==> config.mk <==
export PLATFORM = sky130hd
export DESIGN_NAME = aud_sync_fifo_flat
export DESIGN_NICKNAME = d
export VERILOG_FILES = /design/src/rtl/aud_sync_fifo_if.sv /design/src/rtl/aud_sync_fifo.sv /design/src/flat_wrapper.sv
export SDC_FILE = /design/constraint.sdc
export NUM_CORES = 1
export LEC_CHECK = 0
export ABC_AREA = 1
export CAP_MARGIN = 25
export CORE_AREA = 2 2 270 272
export CTS_BUF_LIST = sky130_fd_sc_hd__clkbuf_4 sky130_fd_sc_hd__clkbuf_8
export DETAILED_ROUTE_END_ITERATION = 10
export DIE_AREA = 0 0 272 274
export RECOVER_POWER = 100
export SKIP_LAST_GASP = 1
export SYNTH_ARGS = -nofsm -noshare
export SYNTH_HDL_FRONTEND = slang
export SYNTH_SLANG_ARGS = --single-unit
export TNS_END_PERCENT = 50
==> constraint.sdc <==
create_clock -name clk -period 3.71 [get_ports clk]
set_input_delay 0.9275 -clock clk [delete_from_list [all_inputs] [get_ports clk]]
set_output_delay 0.9275 -clock clk [all_outputs]
set_load 0.005 [all_outputs]
==> src/rtl/aud_sync_fifo_if.sv <==
// rtl/aud_sync_fifo_if.sv - handshake/status bundle between the AUD FIFO and its user
//
// Purpose: groups every non-clock/reset signal of aud_sync_fifo.
//   master modport : the side that writes/reads the FIFO (drives *_i)
//   slave modport  : the FIFO itself (drives *_o)
// Signals:
//   flush_i, clr_err_i, dat_i, we_i, re_i           control/data into the FIFO
//   dat_o, valid_o, empty_o, full_o, aempty_o,
//   afull_o, count_o, ovf_o, udf_o                  head word and status out
interface aud_sync_fifo_if #(
  parameter int DATA_WIDTH    = 32,
  parameter int ADDRESS_WIDTH = 4
);
  logic                   flush_i;
  logic                   clr_err_i;
  logic [DATA_WIDTH-1:0]  dat_i;
  logic                   we_i;
  logic                   re_i;
  logic [DATA_WIDTH-1:0]  dat_o;
  logic                   valid_o;
  logic                   empty_o;
  logic                   full_o;
  logic                   aempty_o;
  logic                   afull_o;
  logic [ADDRESS_WIDTH:0] count_o;
  logic                   ovf_o;
  logic                   udf_o;

  modport master (
    output flush_i, clr_err_i, dat_i, we_i, re_i,
    input  dat_o, valid_o, empty_o, full_o, aempty_o, afull_o, count_o, ovf_o, udf_o
  );

  modport slave (
    input  flush_i, clr_err_i, dat_i, we_i, re_i,
    output dat_o, valid_o, empty_o, full_o, aempty_o, afull_o, count_o, ovf_o, udf_o
  );
endinterface

==> src/rtl/aud_sync_fifo.sv <==
// rtl/aud_sync_fifo.sv - single-clock first-word-fall-through FIFO for the AUD path
//
// Purpose: buffers DATA_WIDTH-bit words between the AUD core and host logic,
//   with level/threshold flags, sticky overflow/underflow flags and flush.
// Ports:
//   clk  : clock, all state on the rising edge
//   rst  : synchronous active-high reset, overrides every other input
//   bus  : aud_sync_fifo_if.slave (write/read/flush/clear in, head word and
//          status flags out)
module aud_sync_fifo #(
  parameter int DATA_WIDTH    = 32,
  parameter int ADDRESS_WIDTH = 4,
  parameter int AFULL_LEVEL   = (1 << ADDRESS_WIDTH) - 2,
  parameter int AEMPTY_LEVEL  = 2
) (
  input  logic                  clk,
  input  logic                  rst,
  aud_sync_fifo_if.slave        bus
);

  localparam int FIFO_DEPTH = 1 << ADDRESS_WIDTH;
  localparam logic [ADDRESS_WIDTH:0] LP_DEPTH  = (ADDRESS_WIDTH+1)'(FIFO_DEPTH);
  localparam logic [ADDRESS_WIDTH:0] LP_AFULL  = (ADDRESS_WIDTH+1)'(AFULL_LEVEL);
  localparam logic [ADDRESS_WIDTH:0] LP_AEMPTY = (ADDRESS_WIDTH+1)'(AEMPTY_LEVEL);

  logic [DATA_WIDTH-1:0]    r_mem [FIFO_DEPTH];
  logic [ADDRESS_WIDTH-1:0] r_rptr;
  logic [ADDRESS_WIDTH-1:0] r_wptr;
  logic [ADDRESS_WIDTH:0]   r_count;
  logic                     r_ovf;
  logic                     r_udf;

  logic w_empty;
  logic w_full;
  logic w_rd_acc;
  logic w_wr_acc;
  logic w_ovf_set;
  logic w_udf_set;

  assign w_empty = (r_count == '0);
  assign w_full  = (r_count == LP_DEPTH);

  // Flush swallows the cycle's read/write requests entirely, including their
  // error side effects; reset likewise blocks any memory write.
  assign w_rd_acc  = !rst && !bus.flush_i && bus.re_i && !w_empty;
  // A pop in the same cycle frees the slot, so a full FIFO can still accept.
  assign w_wr_acc  = !rst && !bus.flush_i && bus.we_i && (!w_full || w_rd_acc);
  assign w_ovf_set = !bus.flush_i && bus.we_i && !w_wr_acc;
  assign w_udf_set = !bus.flush_i && bus.re_i && w_empty;

  // Storage is deliberately not reset; dat_o is meaningless while empty.
  always_ff @(posedge clk) begin
    if (w_wr_acc) begin
      r_mem[r_wptr] <= bus.dat_i;
    end
  end

  always_ff @(posedge clk) begin
    if (rst) begin
      r_rptr  <= '0;
      r_wptr  <= '0;
      r_count <= '0;
    end else if (bus.flush_i) begin
      r_rptr  <= '0;
      r_wptr  <= '0;
      r_count <= '0;
    end else begin
      if (w_rd_acc) begin
        r_rptr <= r_rptr + ADDRESS_WIDTH'(1);
      end
      if (w_wr_acc) begin
        r_wptr <= r_wptr + ADDRESS_WIDTH'(1);
      end
      case ({w_wr_acc, w_rd_acc})
        2'b10:   r_count <= r_count + (ADDRESS_WIDTH+1)'(1);
        2'b01:   r_count <= r_count - (ADDRESS_WIDTH+1)'(1);
        default: r_count <= r_count;
      endcase
    end
  end

  // Sticky error flags: a new error in the same cycle beats clr_err_i.
  always_ff @(posedge clk) begin
    if (rst) begin
      r_ovf <= 1'b0;
      r_udf <= 1'b0;
    end else begin
      if (w_ovf_set) begin
        r_ovf <= 1'b1;
      end else if (bus.clr_err_i) begin
        r_ovf <= 1'b0;
      end
      if (w_udf_set) begin
        r_udf <= 1'b1;
      end else if (bus.clr_err_i) begin
        r_udf <= 1'b0;
      end
    end
  end

  // All outputs derive from registered state only.
  assign bus.dat_o    = r_mem[r_rptr];
  assign bus.valid_o  = !w_empty;
  assign bus.empty_o  = w_empty;
  assign bus.full_o   = w_full;
  assign bus.aempty_o = (r_count <= LP_AEMPTY);
  assign bus.afull_o  = (r_count >= LP_AFULL);
  assign bus.count_o  = r_count;
  assign bus.ovf_o    = r_ovf;
  assign bus.udf_o    = r_udf;

endmodule
==> src/flat_wrapper.sv <==
// flat-port wrapper written by rule: the top's interface ports become plain ports
module aud_sync_fifo_flat 
#(
  parameter int DATA_WIDTH    = 32,
  parameter int ADDRESS_WIDTH = 4,
  parameter int AFULL_LEVEL   = (1 << ADDRESS_WIDTH) - 2,
  parameter int AEMPTY_LEVEL  = 2
)
  (clk, rst, bus_flush_i, bus_clr_err_i, bus_dat_i, bus_we_i, bus_re_i, bus_dat_o, bus_valid_o, bus_empty_o, bus_full_o, bus_aempty_o, bus_afull_o, bus_count_o, bus_ovf_o, bus_udf_o);
  aud_sync_fifo_if #(.DATA_WIDTH(DATA_WIDTH), .ADDRESS_WIDTH(ADDRESS_WIDTH)) bus_i ();
  input  logic clk;
  input  logic rst;
  input wire logic [$bits(bus_i.flush_i)-1:0] bus_flush_i;
  input wire logic [$bits(bus_i.clr_err_i)-1:0] bus_clr_err_i;
  input wire logic [$bits(bus_i.dat_i)-1:0] bus_dat_i;
  input wire logic [$bits(bus_i.we_i)-1:0] bus_we_i;
  input wire logic [$bits(bus_i.re_i)-1:0] bus_re_i;
  output wire logic [$bits(bus_i.dat_o)-1:0] bus_dat_o;
  output wire logic [$bits(bus_i.valid_o)-1:0] bus_valid_o;
  output wire logic [$bits(bus_i.empty_o)-1:0] bus_empty_o;
  output wire logic [$bits(bus_i.full_o)-1:0] bus_full_o;
  output wire logic [$bits(bus_i.aempty_o)-1:0] bus_aempty_o;
  output wire logic [$bits(bus_i.afull_o)-1:0] bus_afull_o;
  output wire logic [$bits(bus_i.count_o)-1:0] bus_count_o;
  output wire logic [$bits(bus_i.ovf_o)-1:0] bus_ovf_o;
  output wire logic [$bits(bus_i.udf_o)-1:0] bus_udf_o;
  assign bus_i.flush_i = bus_flush_i;
  assign bus_i.clr_err_i = bus_clr_err_i;
  assign bus_i.dat_i = bus_dat_i;
  assign bus_i.we_i = bus_we_i;
  assign bus_i.re_i = bus_re_i;
  assign bus_dat_o = bus_i.dat_o;
  assign bus_valid_o = bus_i.valid_o;
  assign bus_empty_o = bus_i.empty_o;
  assign bus_full_o = bus_i.full_o;
  assign bus_aempty_o = bus_i.aempty_o;
  assign bus_afull_o = bus_i.afull_o;
  assign bus_count_o = bus_i.count_o;
  assign bus_ovf_o = bus_i.ovf_o;
  assign bus_udf_o = bus_i.udf_o;
  aud_sync_fifo #(.DATA_WIDTH(DATA_WIDTH), .ADDRESS_WIDTH(ADDRESS_WIDTH), .AFULL_LEVEL(AFULL_LEVEL), .AEMPTY_LEVEL(AEMPTY_LEVEL)) u_core (.clk(clk), .rst(rst), .bus(bus_i));
endmodule
==> flow_summary.yaml, run 1 <==
status:
  status: "finished clean"
critical_path:
  max_stage_delay_ps: 520
  ff2ff_path_depth: 7
  path_buf_inv: 4
  r2r_end: "u_core.r_mem[7][29]$_DFFE_PP_"
  crit_required_ps: 2780
  arrival_ps: 2660
  critical_path.top_delay_family: "buffers and inverters"
  r2r_setup_slack_ps: 940
  cp_max_fo: 24
  endpoint_kind: "primary output"
  startpoint_type: "register"
  crit_chain: "buf_12 -> buf_4 -> clkbuf_16 -> a21oi_1 -> o21ai_0 -> nand3_1 -> nand3_1 -> nand2_1 -> clkdlybuf4s50_1"
  crit_type: "reg -> out"
  worstReg2RegStart: "u_core.bus.count_o[1]$_SDFFE_PP0P_"
  cpMostUsedCell: "nand3_1"
  slowest_stage: "clkdlybuf4s50_1"
placement:
  hpwl_um: 30700
  dp.cells: 2767
  io_buffer_count: 81
  gp_congestion: 0.773
synth:
  yosysSeqAreaShare_pct: 71.7
  synth_cell_types: 30
  ys.warnings.count: 0
  syn_nets: 1818
  syn_inst: 1771
  yosys.area.top_type: "edfxtp_1"
  synth.top_cell.area_share_pct: 69.9
  synth_area_leaders: "edfxtp_1 (70%), inv_1 (4.9%), nand3_1 (4.6%), o211ai_1 (4.4%), nand2_1 (3.4%)"
  syn_avg_cell_area_um2: 12.4
  synth.cell_area_um2: 22000
  yosys_register_bits: 531
die:
  dieArea_um2: 74500
  core-area_um2: 72000
  die_h_um: 274
  start_util_pct: 30.5
  die_w_um: 272
  ioPinCount: 82
  num_rows: 99
final_layout:
  mostFrequentLayoutCells: "edfxtp_1 (512), inv_1 (284), nand3_1 (201)"
  num-fill-cells: 6880
  final_common_cell: "edfxtp_1"
  final_cell_count_no_fill: 2921
  drive_above_1_share_pct: 9.89
  nets: 1951
  area_growth_pct: 16.3
  fin_util_pct: 35.5
  regArea_um2: 15800
  multi_input_area_um2: 4450
job:
  drv_cap: 0
route:
  ant_nets: 0
  drtIter0Drc: 1003
  dr.pass1.iters: 5
  drc: 0
  wirelength_um: 53800
  viasPerCell: 4.69
  routedWlPerCell_um: 18.4
  vias: 13700
min_path:
  whs_path_depth: 2
  hold-path-endpoint: "u_core.bus.udf_o$_SDFFE_PP0P_"
  min_path_type: "reg -> reg"
  hp-start: "u_core.bus.udf_o$_SDFFE_PP0P_"
sta:
  hold_viol_final: 0
  relSlewSlack_pct: 24.6
  worstMarginPinSlew_ps: 1130
  finClkSkew_ps: 30.1
  tns_ps: 0
  grt_setup_unrepaired: "yes"
  timing.fmax_ghz: 0.279
  min_period_over_period_pct: 96.7
  slew_violations: 0
  setup_viol: 0
  period_minus_slack_ps: 3590
clock_network:
  cts_buffers: 81
  cts.reportedPaths.clkPinSlew_ps: 60
  cts.sinks: 531
  cts_buffer_depth: 3
  h-tree-depth: 3
  root_buffer: "clkbuf_8"
  cts_tree: "done"
  clock_latency_ps: 660
global_routing:
  grt_pass1_wl_um: 80400
  grt_start_max_net_pins: 112
  grt_usage_pct: 14.0
  gr-total-overflow: 0
  grt_pass1_vias: 13400
  antenna_found_initial: 3
power_and_ir_drop:
  p_leak_nw: 8.83
  ir_worst_vdd_v: 0.000202
  finalPower_mw: 11.6
  powerDensity_nw_per_um2: 452
## registers in the layout (all words and copies together) (netlist names), named ones only
signal / flops
u_core.r_rptr: 4
u_core.bus.count_o: 5
u_core.bus.ovf_o: 1
u_core.bus.udf_o: 1
u_core.r_wptr: 4
u_core.r_mem: 512
## worst max path at each step
stage / to / cells after the start / slack [ps] / start
after CTS: bus_dat_o[8] / 7 / 30 / register
final: bus_dat_o[5] / 9 / 120 / register
after floorplan: u_core.r_mem[3][0]$_DFFE_PP_ / 3 / -270 / rst
after detailed placement: u_core.bus.count_o[4]$_SDFFE_PP0P_ / 17 / 300 / rst
after global routing: bus_dat_o[5] / 9 / -20 / register
after global placement: u_core.bus.count_o[4]$_SDFFE_PP0P_ / 17 / 350 / rst
## area by class of cell
type | count | area share [%]
antenna | 1 | 0.00978
clock buffer | 107 | 5.17
clock inverter | 33 | 0.866
inverter | 287 | 4.21
multi-input combinational | 848 | 17.4
sequential | 531 | 61.6
tap | 959 | 4.69
timing repair buffer | 155 | 6.00
## routing by layer
metal,track usage [%],part of all wire (%)
met5,0,0.024
met4,5.00,2.1
met3,2.36,5.2
met2,24.0,50
met1,18.0,43
## repair_timing
item                                    4_1_cts  5_1_grt
resized for setup                             1        5
endpoints found under the setup margin       23       11
gates cloned                                  0        3
hold buffers                                  0        0
buffers inserted                              8        2
## where the power goes
| part | internal [mW] | leakage (nW) | switching, mW |
|---|---|---|---|
| sequential | 6.59 | 4.76 | 0.00772 |
| combinational | 0.0956 | 3.26 | 0.186 |
| clock | 2.47 | 0.814 | 2.22 |
## worst reg2reg max path, cell delays in order (launching register included)
cell and delay (ps):
dfxtp_1 430, inv_1 120, nand3_1 100, nor2_1 70, a21oi_1 410, nand2_1 210, nor2_1 730, clkbuf_2 380
## cell families after synthesis
group,after synthesis,share of synthesized area [%]
AND/OR/NAND/NOR,424,8.47
flip-flops,531,71.7
buffers and inverters,392,8.27
AO/OA/AOI/OAI,409,10.8
adder cells (fa/ha/maj),9,0.512
XOR/XNOR,6,0.239
## cells in the mapped netlist, drive strengths merged
cell type  number
o31ai           2
nor3            3
a21boi          1
xor2            5
o21bai          1
edfxtp        512
o211ai        128
nand3         201
nor2           22
o32ai           1
ha              9
clkbuf         33
inv           287
buf            72
dfxtp          19
nand2         197
xnor2           1
nand4           1
a21oi         140
o21ai         136
## per-stage QoR
stage | hold WS (ps) | worst slack, ps | area, um2
2_1_floorplan | 452 | -271 | 22000
5_1_grt | 533 | -17.6 | 25600
3_5_place_dp | 494 | 296 | 24200
3_3_place_gp | 452 | 354 | 24200
6_report | 498 | 123 | 25600
4_1_cts | 503 | 33.3 | 25800
Note: power is estimated with default switching activity, not from simulation.
==> run 2: changes to the inputs <==
--- a/config.mk
+++ b/config.mk
@@ -9,6 +9,7 @@
 export CAP_MARGIN = 25
 export CORE_AREA = 2 2 270 272
 export CTS_BUF_LIST = sky130_fd_sc_hd__clkbuf_4 sky130_fd_sc_hd__clkbuf_8
+export CTS_CLUSTER_SIZE = 25
 export DETAILED_ROUTE_END_ITERATION = 10
 export DIE_AREA = 0 0 272 274
 export RECOVER_POWER = 100
==> run 2 against run 1 <==
Effect of this change:
- total power decreased by 0.58%
- worst hold slack worse by 2.0 ps
- routed wire length about the same
- first-iteration DRC count shrank 16%
- critical path depth is the same
- via count up 0.20%
- sequential cell count is the same
- clock-buffer cell count down 4
- design area barely moved
- critical path type unchanged
==> flow_summary.yaml, run 2 (synthesis results as in run 1) <==
final_layout:
  nets: 1951
  largest_register_ff_count: 512
  final_common_cell: "edfxtp_1"
  area_growth_pct: 16.2
  drive_above_1_share_pct: 9.69
  num-fill-cells: 6893
  fin_util_pct: 35.5
  mostFrequentLayoutCells: "edfxtp_1 (512), inv_1 (284), nand3_1 (201)"
  largest_register: "u_core.r_mem"
  finalInstanceArea_um2: 25600
  final_cell_count_no_fill: 2921
clock_network:
  clock_latency_ps: 650
  cts_buffer_depth: 3
  cts.sinks: 531
  cts_tree: "done"
  cts_buffers: 81
  root_buffer: "clkbuf_8"
  holdBufCountCts: 0
  h-tree-depth: 3
  cts.reportedPaths.clkPinSlew_ps: 60
sta:
  period_minus_slack_ps: 3570
  grt_setup_unrepaired: "yes"
  setup_viol: 0
  hold_viol_final: 0
  relSlewSlack_pct: 23.3
  timing.fmax_ghz: 0.280
  finClkSkew_ps: 30.4
  slew_violations: 0
  min_period_over_period_pct: 96.3
  worstMarginPinSlew_ps: 1150
placement:
  io_buffer_count: 81
  hpwl_um: 30700
  gp_congestion: 0.773
  dp.cells: 2767
  dpl_cell_area_um2: 24200
route:
  routedWlPerCell_um: 18.4
  drc: 0
  ant_nets: 0
  drtIter0Drc: 839
  viasPerCell: 4.70
  vias: 13700
  wirelength_um: 53900
  dr.pass1.iters: 7
critical_path:
  crit_type: "reg -> out"
  worstReg2RegStart: "u_core.bus.count_o[0]$_SDFFE_PP0P_"
  r2r_end: "u_core.r_mem[7][29]$_DFFE_PP_"
  endpoint_kind: "primary output"
  cp_max_fo: 24
  ff2ff_path_depth: 7
  crit_required_ps: 2780
  arrival_ps: 2650
  r2r_setup_slack_ps: 950
  startpoint_type: "register"
global_routing:
  antenna_found_initial: 3
  grt_usage_pct: 14.1
  grt_pass1_vias: 13500
  grt_pass1_wl_um: 80500
  grt_start_max_net_pins: 112
  gr-total-overflow: 0
die:
  start_util_pct: 30.5
  ioPinCount: 82
  core-area_um2: 72000
  die_h_um: 274
  num_rows: 99
  die_w_um: 272
  dieArea_um2: 74500
min_path:
  min_path_type: "reg -> reg"
  hold-path-endpoint: "u_core.bus.udf_o$_SDFFE_PP0P_"
  hp-start: "u_core.bus.udf_o$_SDFFE_PP0P_"
  whs_path_depth: 2
power_and_ir_drop:
  powerDensity_nw_per_um2: 450
  p_leak_nw: 8.81
  finalPower_mw: 11.5
  ir_worst_vdd_v: 0.000189
status:
  status: "finished clean"
job:
  drv_cap: 0
-- run 2: metal layers --
layer	share of wire, %	up-vias	track usage, %
li1	-	6542	-
met1	43	6724	18.0
met2	50	372	24.0
met3	4.9	89	2.39
met4	2.3	2	5.09
met5	0.024	-	0
-- run 2: critical path: stages (launching register included) --
cell and delay [ps]:
dfxtp_4 400, buf_12 170, buf_4 150, clkbuf_16 190, a21oi_1 140, o21ai_0 120, nand3_1 90, nand3_1 70
nand2_1 160, clkdlybuf4s50_1 530
-- run 2: where the power goes --
part | switching (mW) | total (mW) | internal, mW | leakage [nW]
logic | 0.187 | 0.282 | 0.0956 | 3.26
clock network | 2.21 | 4.62 | 2.41 | 0.791
registers | 0.00773 | 6.60 | 6.59 | 4.76
total | 2.40 | 11.5 | 9.10 | 8.81
-- run 2: area by class of cell --
class / count / area, um2 / share of cell area (%)
Sequential cell: 531 / 15800 / 61.7
Multi-Input combinational cell: 848 / 4450 / 17.4
Timing Repair Buffer: 155 / 1540 / 6.01
Clock buffer: 103 / 1290 / 5.03
Tap cell: 959 / 1200 / 4.70
Inverter: 287 / 1080 / 4.22
Clock inverter: 37 / 234 / 0.916
Antenna cell: 1 / 2.50 / 0.00979
-- run 2: metrics by stage --
stage | TNS [ps] | hold slack (ps) | setup WS (ps)
6_report | 0 | 496 | 137
3_5_place_dp | 0 | 494 | 296
2_1_floorplan | -17360 | 452 | -271
5_1_grt | -17.0 | 533 | -17.0
3_3_place_gp | 0 | 452 | 354
4_1_cts | 0 | 503 | 32.9
-- run 2: what timing repair did --
item | 4_1_cts | 5_1_grt
hold endpoints to repair | 0 | 0
cloned | 0 | 3
endpoints found under the setup margin | 22 | 12
buffers inserted | 8 | 2
gates resized for setup | 1 | 5
-- run 2: how the worst max path moves through the flow --
stage,start,endpoint,slack (ps)
after floorplan,rst,u_core.r_mem[3][0]$_DFFE_PP_,-270
final,register,bus_dat_o[5],140
after global routing,register,bus_dat_o[5],-20
after detailed placement,rst,u_core.bus.count_o[4]$_SDFFE_PP0P_,300
after CTS,register,bus_dat_o[8],30
after global placement,rst,u_core.bus.count_o[4]$_SDFFE_PP0P_,350
